--- config.mk ---
export PLATFORM = sky130hd
export DESIGN_NAME = viterbi_frame_ctrl_flat
export DESIGN_NICKNAME = d
export VERILOG_FILES = /design/src/rtl/viterbi_frame_ctrl_if.sv /design/src/rtl/viterbi_frame_ctrl.sv /design/src/flat_wrapper.sv
export SDC_FILE = /design/constraint.sdc
export NUM_CORES = 1
export LEC_CHECK = 0
export CORE_AREA = 2 2 107 109
export CTS_BUF_LIST = sky130_fd_sc_hd__clkbuf_16
export CTS_CLUSTER_DIAMETER = 30
export CTS_CLUSTER_SIZE = 16
export DETAILED_ROUTE_END_ITERATION = 6
export DIE_AREA = 0 0 109 111
export MAX_ROUTING_LAYER = met4
export PLACE_DENSITY = 0.9
export SLEW_MARGIN = 20
export SYNTH_ARGS = -nofsm -noshare
export SYNTH_HDL_FRONTEND = slang
export SYNTH_SLANG_ARGS = --single-unit
--- constraint.sdc ---
create_clock -name clk -period 3.8 [get_ports clk]
set_clock_uncertainty 0.1 [all_clocks]
set_input_delay 0.57 -clock clk [delete_from_list [all_inputs] [get_ports clk]]
set_output_delay 0.57 -clock clk [all_outputs]
set_load 0.01 [all_outputs]
--- src/rtl/viterbi_frame_ctrl_if.sv ---
// Handshake and status bundle between the frame sequencer and its environment.
// master: side that issues start/config and returns the decoded bit (bench/host).
// slave : the frame sequencer itself.
//   start, err_en, err_mask_cfg : frame launch and injection configuration
//   decoder_o                   : decoded bit coming back from the decoder
//   encoder_i, enable_encoder_i : bit stream and enable toward the encoder
//   err_inj                     : XOR mask for the channel register
//   busy, done                  : frame activity and end-of-frame pulse
//   bit_err_ct, inj_ct, frame_ct: per-frame and global counters
interface viterbi_frame_ctrl_if;
  logic        start;
  logic        err_en;
  logic [1:0]  err_mask_cfg;
  logic        decoder_o;
  logic        encoder_i;
  logic        enable_encoder_i;
  logic [1:0]  err_inj;
  logic        busy;
  logic        done;
  logic [15:0] bit_err_ct;
  logic [15:0] inj_ct;
  logic [15:0] frame_ct;

  modport master (
    output start, err_en, err_mask_cfg, decoder_o,
    input  encoder_i, enable_encoder_i, err_inj, busy, done,
           bit_err_ct, inj_ct, frame_ct
  );

  modport slave (
    input  start, err_en, err_mask_cfg, decoder_o,
    output encoder_i, enable_encoder_i, err_inj, busy, done,
           bit_err_ct, inj_ct, frame_ct
  );
endinterface

--- src/rtl/viterbi_frame_ctrl.sv ---
// Frame sequencer for the encoder / channel / Viterbi loopback.
// Sends FRAME_LEN LFSR message bits plus TAIL zero flush bits to the encoder,
// schedules periodic error-injection masks, and compares the decoder output
// against a DEC_LAT-delayed copy of the message to count bit errors.
// Ports:
//   clk  : rising-edge clock
//   rst  : synchronous active-high reset
//   bus  : viterbi_frame_ctrl_if.slave (start/config in, stream and counters out)
module viterbi_frame_ctrl #(
  parameter int          FRAME_LEN  = 64,
  parameter int          TAIL       = 2,
  parameter int          DEC_LAT    = 40,
  parameter int          ERR_PERIOD = 16,
  parameter logic [15:0] SEED       = 16'hACE1
) (
  input logic                 clk,
  input logic                 rst,
  viterbi_frame_ctrl_if.slave bus
);

  localparam logic [2:0] S_IDLE  = 3'd0;
  localparam logic [2:0] S_SEND  = 3'd1;
  localparam logic [2:0] S_FLUSH = 3'd2;
  localparam logic [2:0] S_DRAIN = 3'd3;
  localparam logic [2:0] S_DONE  = 3'd4;

  localparam int          CW        = 13;
  localparam logic [15:0] SEED_EFF  = (SEED == 16'h0000) ? 16'h0001 : SEED;
  localparam logic [CW-1:0] MSG_LAST  = CW'(FRAME_LEN - 1);
  localparam logic [CW-1:0] WORD_LAST = CW'(FRAME_LEN + TAIL - 1);
  localparam logic [CW-1:0] FRAME_CMP = CW'(FRAME_LEN);
  localparam logic [CW-1:0] EP_MASK   = CW'(ERR_PERIOD - 1);

  // Fibonacci LFSR, taps 16,14,13,11, shifting toward bit 0.
  function automatic logic [15:0] lfsr_next(input logic [15:0] s);
    return {s[0] ^ s[2] ^ s[3] ^ s[5], s[15:1]};
  endfunction

  function automatic logic [15:0] sat_inc16(input logic [15:0] v);
    return (v == 16'hFFFF) ? v : v + 16'd1;
  endfunction

  logic [2:0]         state;
  logic [15:0]        lfsr;
  logic [CW-1:0]      wcnt_p0;
  logic [CW-1:0]      cmp_ct;
  logic [CW-1:0]      cmp_nxt;
  logic               err_en_q;
  logic [1:0]         mask_q;
  logic               enc_p1;
  logic               en_p1;
  logic               vld_p1;
  logic               inj_p1;
  logic [1:0]         err_inj_p2;
  logic               busy_p1;
  logic               done_p1;
  logic [15:0]        bit_err_ct;
  logic [15:0]        inj_ct;
  logic [15:0]        frame_ct;
  logic [DEC_LAT-1:0] dl_bit;
  logic [DEC_LAT-1:0] dl_vld;
  logic               sending;

  assign sending = (state == S_SEND) || (state == S_FLUSH);
  assign cmp_nxt = cmp_ct + CW'(dl_vld[DEC_LAT-1]);

  // Stage p0 -> p1: state-domain decisions become registered outputs one cycle later.
  // Stage p1 -> p2: injection mask lags the encoder bit to match its output register.
  always_ff @(posedge clk) begin
    if (rst) begin
      state      <= S_IDLE;
      lfsr       <= SEED_EFF;
      wcnt_p0    <= '0;
      cmp_ct     <= '0;
      err_en_q   <= 1'b0;
      mask_q     <= 2'b00;
      enc_p1     <= 1'b0;
      en_p1      <= 1'b0;
      vld_p1     <= 1'b0;
      inj_p1     <= 1'b0;
      err_inj_p2 <= 2'b00;
      busy_p1    <= 1'b0;
      done_p1    <= 1'b0;
      bit_err_ct <= '0;
      inj_ct     <= '0;
      frame_ct   <= '0;
      dl_vld     <= '0;
    end else begin
      busy_p1    <= (state != S_IDLE);
      done_p1    <= (state == S_DONE);
      en_p1      <= sending;
      enc_p1     <= (state == S_SEND) & lfsr[0];
      vld_p1     <= (state == S_SEND);
      inj_p1     <= sending && err_en_q && (mask_q != 2'b00) &&
                    ((wcnt_p0 & EP_MASK) == '0);
      err_inj_p2 <= inj_p1 ? mask_q : 2'b00;
      if (inj_p1) inj_ct <= inj_ct + 16'd1;
      if (state == S_DONE) frame_ct <= frame_ct + 16'd1;

      dl_vld[0] <= vld_p1;
      for (int k = 1; k < DEC_LAT; k++) dl_vld[k] <= dl_vld[k-1];

      if (dl_vld[DEC_LAT-1]) begin
        cmp_ct <= cmp_nxt;
        if (bus.decoder_o != dl_bit[DEC_LAT-1]) bit_err_ct <= sat_inc16(bit_err_ct);
      end

      // Placed last so the frame-start clears take precedence.
      case (state)
        S_IDLE: begin
          if (bus.start) begin
            err_en_q   <= bus.err_en;
            mask_q     <= bus.err_mask_cfg;
            bit_err_ct <= '0;
            inj_ct     <= '0;
            wcnt_p0    <= '0;
            cmp_ct     <= '0;
            state      <= S_SEND;
          end
        end
        S_SEND: begin
          lfsr    <= lfsr_next(lfsr);
          wcnt_p0 <= wcnt_p0 + 1'b1;
          if (wcnt_p0 == MSG_LAST) state <= (TAIL == 0) ? S_DRAIN : S_FLUSH;
        end
        S_FLUSH: begin
          wcnt_p0 <= wcnt_p0 + 1'b1;
          if (wcnt_p0 == WORD_LAST) state <= S_DRAIN;
        end
        S_DRAIN: begin
          // Look ahead one compare so done lands right after the last count update.
          if (cmp_nxt >= FRAME_CMP) state <= S_DONE;
        end
        S_DONE:  state <= S_IDLE;
        default: state <= S_IDLE;
      endcase
    end
  end

  // Data-only delay line; the valid flags above carry the control meaning.
  always_ff @(posedge clk) begin
    dl_bit[0] <= enc_p1;
    for (int k = 1; k < DEC_LAT; k++) dl_bit[k] <= dl_bit[k-1];
  end

  assign bus.encoder_i        = enc_p1;
  assign bus.enable_encoder_i = en_p1;
  assign bus.err_inj          = err_inj_p2;
  assign bus.busy             = busy_p1;
  assign bus.done             = done_p1;
  assign bus.bit_err_ct       = bit_err_ct;
  assign bus.inj_ct           = inj_ct;
  assign bus.frame_ct         = frame_ct;

endmodule

--- src/flat_wrapper.sv ---
// flat-port wrapper written by rule: the top's interface ports become plain ports
module viterbi_frame_ctrl_flat 
#(
  parameter int          FRAME_LEN  = 64,
  parameter int          TAIL       = 2,
  parameter int          DEC_LAT    = 40,
  parameter int          ERR_PERIOD = 16,
  parameter logic [15:0] SEED       = 16'hACE1
)
  (clk, rst, bus_start, bus_err_en, bus_err_mask_cfg, bus_decoder_o, bus_encoder_i, bus_enable_encoder_i, bus_err_inj, bus_busy, bus_done, bus_bit_err_ct, bus_inj_ct, bus_frame_ct);
  viterbi_frame_ctrl_if bus_i ();
  input logic clk;
  input logic rst;
  input wire logic [$bits(bus_i.start)-1:0] bus_start;
  input wire logic [$bits(bus_i.err_en)-1:0] bus_err_en;
  input wire logic [$bits(bus_i.err_mask_cfg)-1:0] bus_err_mask_cfg;
  input wire logic [$bits(bus_i.decoder_o)-1:0] bus_decoder_o;
  output wire logic [$bits(bus_i.encoder_i)-1:0] bus_encoder_i;
  output wire logic [$bits(bus_i.enable_encoder_i)-1:0] bus_enable_encoder_i;
  output wire logic [$bits(bus_i.err_inj)-1:0] bus_err_inj;
  output wire logic [$bits(bus_i.busy)-1:0] bus_busy;
  output wire logic [$bits(bus_i.done)-1:0] bus_done;
  output wire logic [$bits(bus_i.bit_err_ct)-1:0] bus_bit_err_ct;
  output wire logic [$bits(bus_i.inj_ct)-1:0] bus_inj_ct;
  output wire logic [$bits(bus_i.frame_ct)-1:0] bus_frame_ct;
  assign bus_i.start = bus_start;
  assign bus_i.err_en = bus_err_en;
  assign bus_i.err_mask_cfg = bus_err_mask_cfg;
  assign bus_i.decoder_o = bus_decoder_o;
  assign bus_encoder_i = bus_i.encoder_i;
  assign bus_enable_encoder_i = bus_i.enable_encoder_i;
  assign bus_err_inj = bus_i.err_inj;
  assign bus_busy = bus_i.busy;
  assign bus_done = bus_i.done;
  assign bus_bit_err_ct = bus_i.bit_err_ct;
  assign bus_inj_ct = bus_i.inj_ct;
  assign bus_frame_ct = bus_i.frame_ct;
  viterbi_frame_ctrl #(.FRAME_LEN(FRAME_LEN), .TAIL(TAIL), .DEC_LAT(DEC_LAT), .ERR_PERIOD(ERR_PERIOD), .SEED(SEED)) u_core (.clk(clk), .rst(rst), .bus(bus_i));
endmodule
## Yosys cells after proc, flatten, opt, wreduce, memory -nomap -nowiden

Index checks and enable logic that the tools add are counted.

- $add $sub $neg: 5
- Order comparisons: 1
- Equal/unequal tests: 12
- Reductions and logical operators: 14
- Bitwise logic cells: 5
- Mux-type cells: 18

Operators with widths:

| operator | count |
|---|---|
| two-way mux 16 bit | 8 |
| two-way mux 13 bit | 4 |
| adder 16 x 1 -> 16 bit, second input constant | 3 |
| one-hot mux 13 bit (2 select lines) | 1 |
| == test 16 bit, second input constant | 1 |
| adder 13 x 1 -> 13 bit | 1 |
| adder 13 x 1 -> 13 bit, second input constant | 1 |
| == test 13 x 6 -> 1 bit, second input constant | 1 |
| == test 13 x 7 -> 1 bit, second input constant | 1 |
| >= comparator 13 x 7 -> 1 bit, second input constant | 1 |
| logical NOT 13 bit | 1 |
| two-way mux 3 bit | 4 |
| one-hot mux 3 bit (4 select lines) | 1 |
| == test 3 x 2 -> 1 bit, second input constant | 2 |
| != test 2 bit, second input constant | 3 |
| AND reduction 2 bit | 2 |
| AND reduction 4 bit | 1 |
| nonzero test 2 bit | 2 |
| OR reduction 2 bit | 2 |
| == test 3 x 1 -> 1 bit, second input constant | 1 |
| == test 3 bit, second input constant | 1 |
| logical AND 1 bit | 3 |
| logical NOT 3 bit | 1 |
| nonzero test 3 bit | 1 |
| 6 further kinds | 8 |

- Word-level logic and storage cells: 73
- Register bits after elaboration: 184
- Bits of input ports: 7

## Longest topological paths before layout

Gate-level depths: netlist of the first run.

- Depth in word-level cells: 6
- Mapped depth: 9
- Depth with buffers taken out: 8

## Worst setup path before layout of the first run

OpenSTA, ideal clock, no wires.

- Path kind: register to register
- From: register u_core.wcnt_p0[9]
- To: register u_core.state[0]
- Period minus slack after synthesis: 2.106 ns
- Library setup time: 0.121 ns
- Data arrival time: 1.885 ns
- Stages on the path, launching flop included: 7
- Buffers on the path: 0
- Setup slack: 1.694 ns
- Data required time: 3.579 ns
- Cell sequence: dfxtp_1 -> or4_4 -> nor4_2 -> o22a_2 -> o221ai_2 -> a41o_1 -> mux2_4

- Word-level cells in the longest chain between the ends: 3

RTL lines:

| what | RTL line | text |
|---|---|---|
| from (decl) | viterbi_frame_ctrl.sv:45 | `logic [CW-1:0] wcnt_p0;` |
| from (signal assigned) | viterbi_frame_ctrl.sv:123 | `wcnt_p0 <= wcnt_p0 + 1'b1;` |
| from (signal assigned) | viterbi_frame_ctrl.sv:127 | `wcnt_p0 <= wcnt_p0 + 1'b1;` |
| == test 13 x 6 -> 1 bit / == test 13 x 7 -> 1 bit (equally long branches) | viterbi_frame_ctrl.sv:124, viterbi_frame_ctrl.sv:128 |  |
| != test 2 bit (no source line) | - |  |
| AND reduction 4 bit (no source line) (*) | - |  |
| to (signal assigned) | viterbi_frame_ctrl.sv:124 | `if (wcnt_p0 == MSG_LAST) state <= (TAIL == 0) ? S_DRAIN : S_FLUSH;` |
| to (decl) | viterbi_frame_ctrl.sv:43 | `logic [2:0] state;` |

Mark *: on every way between the ends. The rest lies on a longest branch, timed or not.
A chain may end at the register's enable or synchronous reset.

## Final worst setup path of the first run

- From: register u_core.dl_vld[39]
- To: register u_core.state[0]

- Word-level cells in the longest chain between the ends: 4

RTL lines:

| what | RTL line | text |
|---|---|---|
| from (decl) | viterbi_frame_ctrl.sv:61 | `logic [DEC_LAT-1:0] dl_vld;` |
| from (signal assigned) | viterbi_frame_ctrl.sv:87 | `dl_vld <= '0;` |
| adder 13 x 1 -> 13 bit | viterbi_frame_ctrl.sv:65 | `assign cmp_nxt = cmp_ct + CW'(dl_vld[DEC_LAT-1]);` |
| >= comparator 13 x 7 -> 1 bit | viterbi_frame_ctrl.sv:132 | `if (cmp_nxt >= FRAME_CMP) state <= S_DONE;` |
| != test 2 x 1 -> 1 bit (no source line) | - |  |
| AND reduction 4 bit (no source line) | - |  |

No other way between the ends.

==> impl_results.html, run 1 <==
<table>
<tr><th>Metric</th><th>Value</th></tr>
<tr><th colspan="2">Place</th></tr>
<tr><td>Number of port buffers</td><td>60</td></tr>
<tr><td>Final estimated routing congestion in global placement</td><td>0.8395</td></tr>
<tr><td>HPWL after DPL</td><td>7.303 mm</td></tr>
<tr><td>Placed insts</td><td>829</td></tr>
<tr><th colspan="2">Floorplan</th></tr>
<tr><td>Area inside the core boundary</td><td>11080 sq um</td></tr>
<tr><td>Die area</td><td>12100 sq um</td></tr>
<tr><td>Row count</td><td>39</td></tr>
<tr><td>Die X-Extent</td><td>109 um</td></tr>
<tr><td>Io pins</td><td>61</td></tr>
<tr><td>Starting utilization of the core area</td><td>57.72%</td></tr>
<tr><td>DIE HEIGHT</td><td>111 um</td></tr>
<tr><th colspan="2">Worst setup path</th></tr>
<tr><td>Critical path launch point type</td><td>flip-flop</td></tr>
<tr><td>Most used cell, CP</td><td>sky130_fd_sc_hd__nand4_1</td></tr>
<tr><td>Worst endpoint data arrival time</td><td>2.68 ns</td></tr>
<tr><td>Kind of end point of the critical path</td><td>flip-flop</td></tr>
<tr><td>Required time worst endpoint</td><td>4.01 ns</td></tr>
<tr><td>Count of buffering cells on the critical path with inverters included</td><td>0</td></tr>
<tr><td>Worst Path Class, Setup</td><td>reg2reg</td></tr>
<tr><td>Largest fanout of any net on the critical path</td><td>10</td></tr>
<tr><td>Peak per-stage delay on the critical path</td><td>0.58 ns</td></tr>
<tr><td>Delay-heaviest family, CP</td><td>simple AND/OR/NAND/NOR gates</td></tr>
<tr><td>Crit-path cells</td><td>ha_1, nand4_1, nor2_1, nand4_1, a21oi_1, a41o_1, mux2_4</td></tr>
<tr><td>CP max-delay cell</td><td>sky130_fd_sc_hd__dfxtp_1</td></tr>
<tr><th colspan="2">Global routing</th></tr>
<tr><td>Number of antenna violations at the first check in global routing</td><td>0</td></tr>
<tr><td>Wire length of the first global-routing pass</td><td>19.40 mm</td></tr>
<tr><td>Pin count of the biggest net entering global routing</td><td>92</td></tr>
<tr><td>Total routing resource utilization after global routing</td><td>20.37%</td></tr>
<tr><td>Overflow left after global routing</td><td>0</td></tr>
<tr><td>Number of global-route vias before repair</td><td>4405</td></tr>
<tr><th colspan="2">Synth</th></tr>
<tr><td>Number of enable flip-flop cells after synthesis</td><td>0</td></tr>
<tr><td>Post-synthesis instance area</td><td>6394 sq um</td></tr>
<tr><td>Number of distinct library cell variants in the gate-level netlist after synthesis</td><td>45</td></tr>
<tr><td>Post-Synthesis Mean Instance Area</td><td>9.776 sq um</td></tr>
<tr><td>Main synth FF type</td><td>sky130_fd_sc_hd__dfxtp_1</td></tr>
<tr><td>Cells after synthesis</td><td>654</td></tr>
<tr><td>Synth Register Bits</td><td>184</td></tr>
<tr><td>Post-synthesis net count</td><td>669</td></tr>
<tr><td>Share of the yosys chip area belonging to registers</td><td>57.61%</td></tr>
<tr><td>Share of async-settable or async-resettable flops after synthesis</td><td>0%</td></tr>
<tr><td>Count of yosys warnings during synthesis</td><td>0</td></tr>
<tr><th colspan="2">Drt</th></tr>
<tr><td>Residual DRC</td><td>0</td></tr>
<tr><td>Violation count after the first detailed-routing iteration</td><td>311</td></tr>
<tr><td>Number of nets with antenna violations after detailed routing</td><td>0</td></tr>
<tr><td>WL per Instance</td><td>13.15 um</td></tr>
<tr><td>Overall via count from detail_route</td><td>4567</td></tr>
<tr><td>Detailed-routing iteration count for the pre-antenna-repair pass</td><td>5</td></tr>
<tr><td>Wire length reported by the detailed router</td><td>11.32 mm</td></tr>
<tr><td>Mean number of vias per cell</td><td>5.304</td></tr>
<tr><th colspan="2">Layout</th></tr>
<tr><td>Area added between synthesis and finish</td><td>19.35%</td></tr>
<tr><td>Number of nets at the end of the flow</td><td>720</td></tr>
<tr><td>Non-Filler Instances</td><td>861</td></tr>
<tr><td>Ratio of cells with drive above 1 in the final layout</td><td>6.267%</td></tr>
<tr><td>Number of antenna diodes</td><td>0</td></tr>
<tr><th colspan="2">Status</th></tr>
<tr><td>Outcome</td><td>finished clean</td></tr>
<tr><th colspan="2">Clock network</th></tr>
<tr><td>Number of buffers between clock root and the deepest sink</td><td>2</td></tr>
<tr><td>Clock latency on the worst-skew pair</td><td>0.42 ns</td></tr>
<tr><td>Clock sink count</td><td>184</td></tr>
<tr><td>CTS buffer count</td><td>17</td></tr>
<tr><td>Number of hold-repair buffers added at the cts stage</td><td>0</td></tr>
<tr><td>Cell at the root of the clock tree</td><td>sky130_fd_sc_hd__clkbuf_16</td></tr>
<tr><td>CTS-repair resized insts</td><td>0</td></tr>
<tr><td>Clock input transition at the sequential cells of the worst setup and hold paths</td><td>0.07 ns</td></tr>
<tr><td>Maximum level of the CTS H-tree</td><td>4</td></tr>
<tr><td>Post-CTS setup repair buffer count</td><td>0</td></tr>
<tr><td>TritonCTS clock tree</td><td>built</td></tr>
<tr><th colspan="2">Min path</th></tr>
<tr><td>Path category of the worst min-delay check</td><td>reg2reg</td></tr>
<tr><th colspan="2">Timing</th></tr>
<tr><td>Final hold violations</td><td>0</td></tr>
<tr><td>Final setup TNS</td><td>0 ns</td></tr>
<tr><td>Part of the cycle the worst path needs</td><td>65.08%</td></tr>
<tr><td>Tightest Pin Transition</td><td>0.9459 ns</td></tr>
<tr><td>RSZ-0062 raised after global routing</td><td>false</td></tr>
<tr><td>Hold WS</td><td>0.2246 ns</td></tr>
<tr><td>Peak clock frequency supported by timing</td><td>0.4043 GHz</td></tr>
<tr><td>Final slew viol count</td><td>0</td></tr>
<tr><td>Final Critical Period</td><td>2.473 ns</td></tr>
<tr><td>Worst relative slew slack</td><td>36.94%</td></tr>
<tr><td>Final setup fails</td><td>0</td></tr>
<tr><th colspan="2">Power and ir drop</th></tr>
<tr><td>Power per cell area</td><td>565.9 nW/um^2</td></tr>
<tr><td>Static power due to leakage</td><td>2.806 nW</td></tr>
<tr><td>Maximum vdd ir drop</td><td>0.0003753 V</td></tr>
<tr><td>Tot Pwr</td><td>4.318 mW</td></tr>
<tr><th colspan="2">Run</th></tr>
<tr><td>Maximum capacitance violations</td><td>0</td></tr>
</table>
-- power breakdown --
| group | internal, mW | leakage, nW | switching [mW] | total [mW] |
|---|---|---|---|---|
| Sequential | 2.11 | 1.49 | 0.0935 | 2.21 |
| Clock | 0.919 | 0.275 | 0.758 | 1.68 |
| Combinational | 0.173 | 1.04 | 0.261 | 0.433 |
-- placed cells by master, fill, tap and decap left out, types with 4 or more instances in the layout --
master                            instances
sky130_fd_sc_hd__nand2b_1                 5
sky130_fd_sc_hd__dfxtp_1                184
sky130_fd_sc_hd__nor4_1                   4
sky130_fd_sc_hd__nor2b_1                 44
sky130_fd_sc_hd__a21oi_1                 20
sky130_fd_sc_hd__inv_1                   11
sky130_fd_sc_hd__or2_2                    5
sky130_fd_sc_hd__a31oi_1                  5
sky130_fd_sc_hd__and3_1                  12
sky130_fd_sc_hd__ha_1                     8
sky130_fd_sc_hd__nand4_1                 24
sky130_fd_sc_hd__or3_1                    7
sky130_fd_sc_hd__xnor2_1                 19
sky130_fd_sc_hd__nand3_1                 16
sky130_fd_sc_hd__clkbuf_16               17
sky130_fd_sc_hd__xor2_1                  39
sky130_fd_sc_hd__o21ai_0                 13
sky130_fd_sc_hd__nor3_1                  13
sky130_fd_sc_hd__mux2i_1                  8
sky130_fd_sc_hd__nand3b_1                 9
sky130_fd_sc_hd__nor2_1                  87
sky130_fd_sc_hd__clkdlybuf4s50_1         59
sky130_fd_sc_hd__nand2_1                 64
sky130_fd_sc_hd__inv_6                    4
-- worst paths after layout --
path / start / end / slack (ns) / cells after the start
worst max-delay path: u_core.dl_vld[39] / u_core.state[0] / 1.33 / 7
worst min-delay path: u_core.dl_bit[28] / u_core.dl_bit[29] / 0.22 / 0
worst min register to register: u_core.dl_bit[28] / u_core.dl_bit[29] / 0.22 / 0
worst max register to register: u_core.dl_vld[39] / u_core.state[0] / 1.33 / 7
-- per-layer routing --
layer,GRT usage [%],part of all wire (%)
met1,25.25,46
met2,31.97,49
met3,5.938,5.0
met4,6.496,0.88
met5,-,0
-- worst reg2reg max path, stage by stage (launching register included) --
cell and delay [ns]:
sky130_fd_sc_hd__dfxtp_1 0.58, sky130_fd_sc_hd__ha_1 0.27, sky130_fd_sc_hd__nand4_1 0.11, sky130_fd_sc_hd__nor2_1 0.42, sky130_fd_sc_hd__nand4_1 0.17, sky130_fd_sc_hd__a21oi_1 0.16, sky130_fd_sc_hd__a41o_1 0.25, sky130_fd_sc_hd__mux2_4 0.31
-- Yosys cell counts (9+ instances only) --
master / number / area share (%)
sky130_fd_sc_hd__nand2_1: 64 / 3.8
sky130_fd_sc_hd__nor2b_1: 44 / 4.3
sky130_fd_sc_hd__a21oi_1: 20 / 1.6
sky130_fd_sc_hd__inv_1: 10 / 0.59
sky130_fd_sc_hd__xor2_1: 39 / 5.3
sky130_fd_sc_hd__and3_1: 12 / 1.2
sky130_fd_sc_hd__dfxtp_1: 184 / 58
sky130_fd_sc_hd__nand3_1: 16 / 1.3
sky130_fd_sc_hd__nor3_1: 13 / 1.0
sky130_fd_sc_hd__nor2_1: 87 / 5.1
sky130_fd_sc_hd__nand4_1: 24 / 2.3
sky130_fd_sc_hd__clkbuf_1: 24 / 1.4
sky130_fd_sc_hd__o21ai_0: 13 / 1.0
sky130_fd_sc_hd__xnor2_1: 19 / 2.6
sky130_fd_sc_hd__nand3b_1: 9 / 1.1
-- cell type report --
cell class	count	area, sq um
clock buffer	17	425.4
clock inverter	15	142.6
fill	787	3446
inverter	10	37.54
multi-input combinational	431	2560
sequential	184	3684
tap	143	178.9
timing repair buffer	61	603.1
-- cell families (layout without fill, tap and decap cells) --
group	count (synthesis)	count (layout)	share of synthesized area (%)
compound gates	55	55	5.441
xor+xnor	58	58	7.945
fa+ha+maj	8	8	1.566
buf+inv	39	103	2.348
flops	184	184	57.61
mux	9	9	1.487
simple gates	301	301	23.60
-- sequential cells by signal (all words and copies together), names as in the netlist, 2 cells and up --
signal                 count
u_core.dl_bit             40
u_core.bus.bit_err_ct     16
u_core.bus.err_inj         2
u_core.mask_q              2
u_core.cmp_ct             13
u_core.bus.frame_ct       16
u_core.state               3
u_core.lfsr               16
u_core.wcnt_p0            13
u_core.bus.inj_ct         16
u_core.dl_vld             40
-- per-stage QoR --
step	worst slack [ns]	cell area, sq um	util (%)
floorplan	1.694	6394	-
global placement	1.295	7063	63.76
detailed placement	1.143	7063	63.76
CTS	1.339	7631	68.89
global route	1.118	7631	68.89
finish	1.327	7631	68.89
(Power assumes the default switching activity.)
==> run 2: changes to the inputs <==
CORE_AREA = 2 2 110 112   (was 2 2 107 109)
DIE_AREA = 0 0 112 114   (was 0 0 109 111)
PLACE_DENSITY = 0.86   (was 0.9)
clock period = 2.5 ns   (was 3.8 ns; I/O delays follow)
==> run 2 against run 1 <==
Compared with the run above:
- non-clock buffer count is 9 higher
- critical path type unchanged
- clock power grew 51%
- combinational power increased by 71%
- largest power group unchanged
==> impl_results.html, run 2 (synthesis results as in run 1) <==
<table>
<tr><th>Metric</th><th>Value</th></tr>
<tr><th colspan="2">Clock network</th></tr>
<tr><td>Clock input transition at the sequential cells of the worst setup and hold paths</td><td>0.07 ns</td></tr>
<tr><td>Cell at the root of the clock tree</td><td>sky130_fd_sc_hd__clkbuf_16</td></tr>
<tr><td>Number of buffers between clock root and the deepest sink</td><td>2</td></tr>
<tr><td>Maximum level of the CTS H-tree</td><td>4</td></tr>
<tr><td>CTS buffer count</td><td>17</td></tr>
<tr><td>TritonCTS clock tree</td><td>built</td></tr>
<tr><td>Post-CTS setup repair buffer count</td><td>0</td></tr>
<tr><td>CTS-repair resized insts</td><td>0</td></tr>
<tr><td>Clock sink count</td><td>184</td></tr>
<tr><td>Clock latency on the worst-skew pair</td><td>0.43 ns</td></tr>
<tr><td>Number of hold-repair buffers added at the cts stage</td><td>0</td></tr>
<tr><th colspan="2">Floorplan</th></tr>
<tr><td>Row count</td><td>40</td></tr>
<tr><td>Die X-Extent</td><td>112 um</td></tr>
<tr><td>Io pins</td><td>61</td></tr>
<tr><td>Starting utilization of the core area</td><td>54.59%</td></tr>
<tr><td>DIE HEIGHT</td><td>114 um</td></tr>
<tr><td>Area inside the core boundary</td><td>11710 sq um</td></tr>
<tr><td>Die area</td><td>12770 sq um</td></tr>
<tr><th colspan="2">Min path</th></tr>
<tr><td>End of the worst hold path</td><td>u_core.dl_bit[5]</td></tr>
<tr><td>Path category of the worst min-delay check</td><td>reg2reg</td></tr>
<tr><td>Worst hold stages</td><td>0</td></tr>
<tr><td>Start point of the worst hold path</td><td>u_core.dl_bit[4]</td></tr>
<tr><th colspan="2">Worst setup path</th></tr>
<tr><td>Worst R2R Path Depth</td><td>6</td></tr>
<tr><td>Endpoint of the lowest-slack register-to-register path</td><td>u_core.state[0]</td></tr>
<tr><td>Critical path launch point type</td><td>flip-flop</td></tr>
<tr><td>Largest fanout of any net on the critical path</td><td>6</td></tr>
<tr><td>Worst endpoint data arrival time</td><td>2.41 ns</td></tr>
<tr><td>Worst Path Class, Setup</td><td>reg2reg</td></tr>
<tr><td>Slack of the worst reg-to-reg path</td><td>0.31 ns</td></tr>
<tr><td>Kind of end point of the critical path</td><td>flip-flop</td></tr>
<tr><td>Startpoint of the lowest-slack register-to-register path</td><td>u_core.wcnt_p0[9]</td></tr>
<tr><td>Required time worst endpoint</td><td>2.72 ns</td></tr>
<tr><th colspan="2">Place</th></tr>
<tr><td>Number of port buffers</td><td>60</td></tr>
<tr><td>Final estimated routing congestion in global placement</td><td>0.8598</td></tr>
<tr><td>Placed cell areas</td><td>7161 sq um</td></tr>
<tr><td>HPWL after DPL</td><td>7.749 mm</td></tr>
<tr><th colspan="2">Drt</th></tr>
<tr><td>Number of nets with antenna violations after detailed routing</td><td>0</td></tr>
<tr><td>Violation count after the first detailed-routing iteration</td><td>280</td></tr>
<tr><td>Detailed-routing iteration count for the pre-antenna-repair pass</td><td>5</td></tr>
<tr><td>Residual DRC</td><td>0</td></tr>
<tr><td>WL per Instance</td><td>13.32 um</td></tr>
<tr><td>Mean number of vias per cell</td><td>5.256</td></tr>
<tr><td>Wire length reported by the detailed router</td><td>11.64 mm</td></tr>
<tr><td>Overall via count from detail_route</td><td>4594</td></tr>
<tr><th colspan="2">Layout</th></tr>
<tr><td>Ratio of cells with drive above 1 in the final layout</td><td>7.565%</td></tr>
<tr><td>Number of nets at the end of the flow</td><td>729</td></tr>
<tr><td>Most common library cell in the layout ignoring fill and taps</td><td>sky130_fd_sc_hd__dfxtp_1</td></tr>
<tr><td>Fill cells</td><td>904</td></tr>
<tr><td>Area added between synthesis and finish</td><td>20.96%</td></tr>
<tr><td>Sequential cell area</td><td>3684 sq um</td></tr>
<tr><td>Combined area of the multi-input logic cells</td><td>2560 sq um</td></tr>
<tr><td>Largest regs</td><td>u_core.dl_bit: 40 flops, u_core.dl_vld: 40 flops</td></tr>
<tr><td>Number of antenna diodes</td><td>0</td></tr>
<tr><td>Most frequent cells in the layout</td><td>sky130_fd_sc_hd__dfxtp_1 (184), sky130_fd_sc_hd__nor2_1 (87), sky130_fd_sc_hd__nand2_1 (64)</td></tr>
<tr><td>Design Area, Final</td><td>7734 sq um</td></tr>
<tr><th colspan="2">Global routing</th></tr>
<tr><td>Overflow left after global routing</td><td>0</td></tr>
<tr><td>Number of global-route vias before repair</td><td>4444</td></tr>
<tr><td>Number of antenna violations at the first check in global routing</td><td>0</td></tr>
<tr><td>Total routing resource utilization after global routing</td><td>19.53%</td></tr>
<tr><td>Wire length of the first global-routing pass</td><td>19.66 mm</td></tr>
<tr><td>Pin count of the biggest net entering global routing</td><td>45</td></tr>
<tr><th colspan="2">Timing</th></tr>
<tr><td>Final Critical Period</td><td>2.192 ns</td></tr>
<tr><td>Part of the cycle the worst path needs</td><td>87.68%</td></tr>
<tr><td>Peak clock frequency supported by timing</td><td>0.4562 GHz</td></tr>
<tr><td>Final hold violations</td><td>0</td></tr>
<tr><td>Final setup TNS</td><td>0 ns</td></tr>
<tr><td>Worst relative slew slack</td><td>58.72%</td></tr>
<tr><td>Final setup fails</td><td>0</td></tr>
<tr><td>Final slew viol count</td><td>0</td></tr>
<tr><td>RSZ-0062 raised after global routing</td><td>false</td></tr>
<tr><td>Tightest Pin Transition</td><td>0.6136 ns</td></tr>
<tr><th colspan="2">Power and ir drop</th></tr>
<tr><td>Static power due to leakage</td><td>2.861 nW</td></tr>
<tr><td>Tot Pwr</td><td>6.634 mW</td></tr>
<tr><td>Power per cell area</td><td>857.8 nW/um^2</td></tr>
<tr><td>Maximum vdd ir drop</td><td>0.0006275 V</td></tr>
<tr><th colspan="2">Run</th></tr>
<tr><td>Maximum capacitance violations</td><td>0</td></tr>
<tr><th colspan="2">Status</th></tr>
<tr><td>Outcome</td><td>finished clean</td></tr>
</table>
==> run 2: metal layers <==
metal | vias up | global-route usage [%] | share of wire, %
met5 | - | - | 0
met4 | 0 | 8.618 | 1.5
met3 | 12 | 5.260 | 3.6
met2 | 82 | 34.14 | 52
met1 | 2190 | 20.93 | 43
li1 | 2310 | - | -
==> run 2: stage by stage <==
stage                     utilization [%]  instances  setup slack, ns  hold WS, ns
after detailed placement            61.14        842           0.2265       0.2132
after global routing                66.04        874           0.1705       0.2339
after global placement              61.14        842           0.3332       0.2131
after floorplan                         -        654           0.3940       0.2096
final                               66.04        874           0.3081       0.2267
after CTS                           66.04        874           0.3092       0.2295
==> run 2: area by class of cell <==
type	instances	share of cell area [%]
Timing Repair Buffer	70	8.995
Clock inverter	15	1.909
Sequential cell	184	47.63
Tap cell	147	2.378
Clock buffer	17	5.501
Inverter	10	0.4854
Multi-Input combinational cell	431	33.10
==> run 2: worst max path at each step <==
stage	from	to	slack [ns]
after floorplan	u_core.wcnt_p0[9]	u_core.state[0]	0.39
after CTS	u_core.wcnt_p0[9]	u_core.state[0]	0.31
after global placement	bus_decoder_o	u_core.bus.bit_err_ct[4]	0.33
after global routing	u_core.wcnt_p0[9]	u_core.state[0]	0.17
final	u_core.wcnt_p0[9]	u_core.state[0]	0.31
after detailed placement	bus_decoder_o	u_core.bus.bit_err_ct[3]	0.23
==> run 2: worst max-delay path, cell delays in order (launching register included) <==
cell,delay [ns]
sky130_fd_sc_hd__dfxtp_1,0.35
sky130_fd_sc_hd__or4_4,0.53
sky130_fd_sc_hd__nor4_2,0.25
sky130_fd_sc_hd__o22a_2,0.19
sky130_fd_sc_hd__o221ai_2,0.09
sky130_fd_sc_hd__a41o_1,0.27
sky130_fd_sc_hd__mux2_4,0.30
==> run 2: power breakdown <==
| group | leakage, nW | total, mW | switching (mW) | internal [mW] |
|---|---|---|---|---|
| Combinational | 1.10 | 0.742 | 0.424 | 0.317 |
| Clock | 0.275 | 2.54 | 1.15 | 1.39 |
| Sequential | 1.49 | 3.36 | 0.141 | 3.21 |
| Total | 2.86 | 6.63 | 1.71 | 4.92 |
==> run 3: changes to the inputs <==
GPL_ROUTABILITY_DRIVEN = 0   (was default)
SKIP_LAST_GASP = 1   (was default)
==> results of run 3 <==
The final DEF is identical to that of run 2; final timing and power are the same.
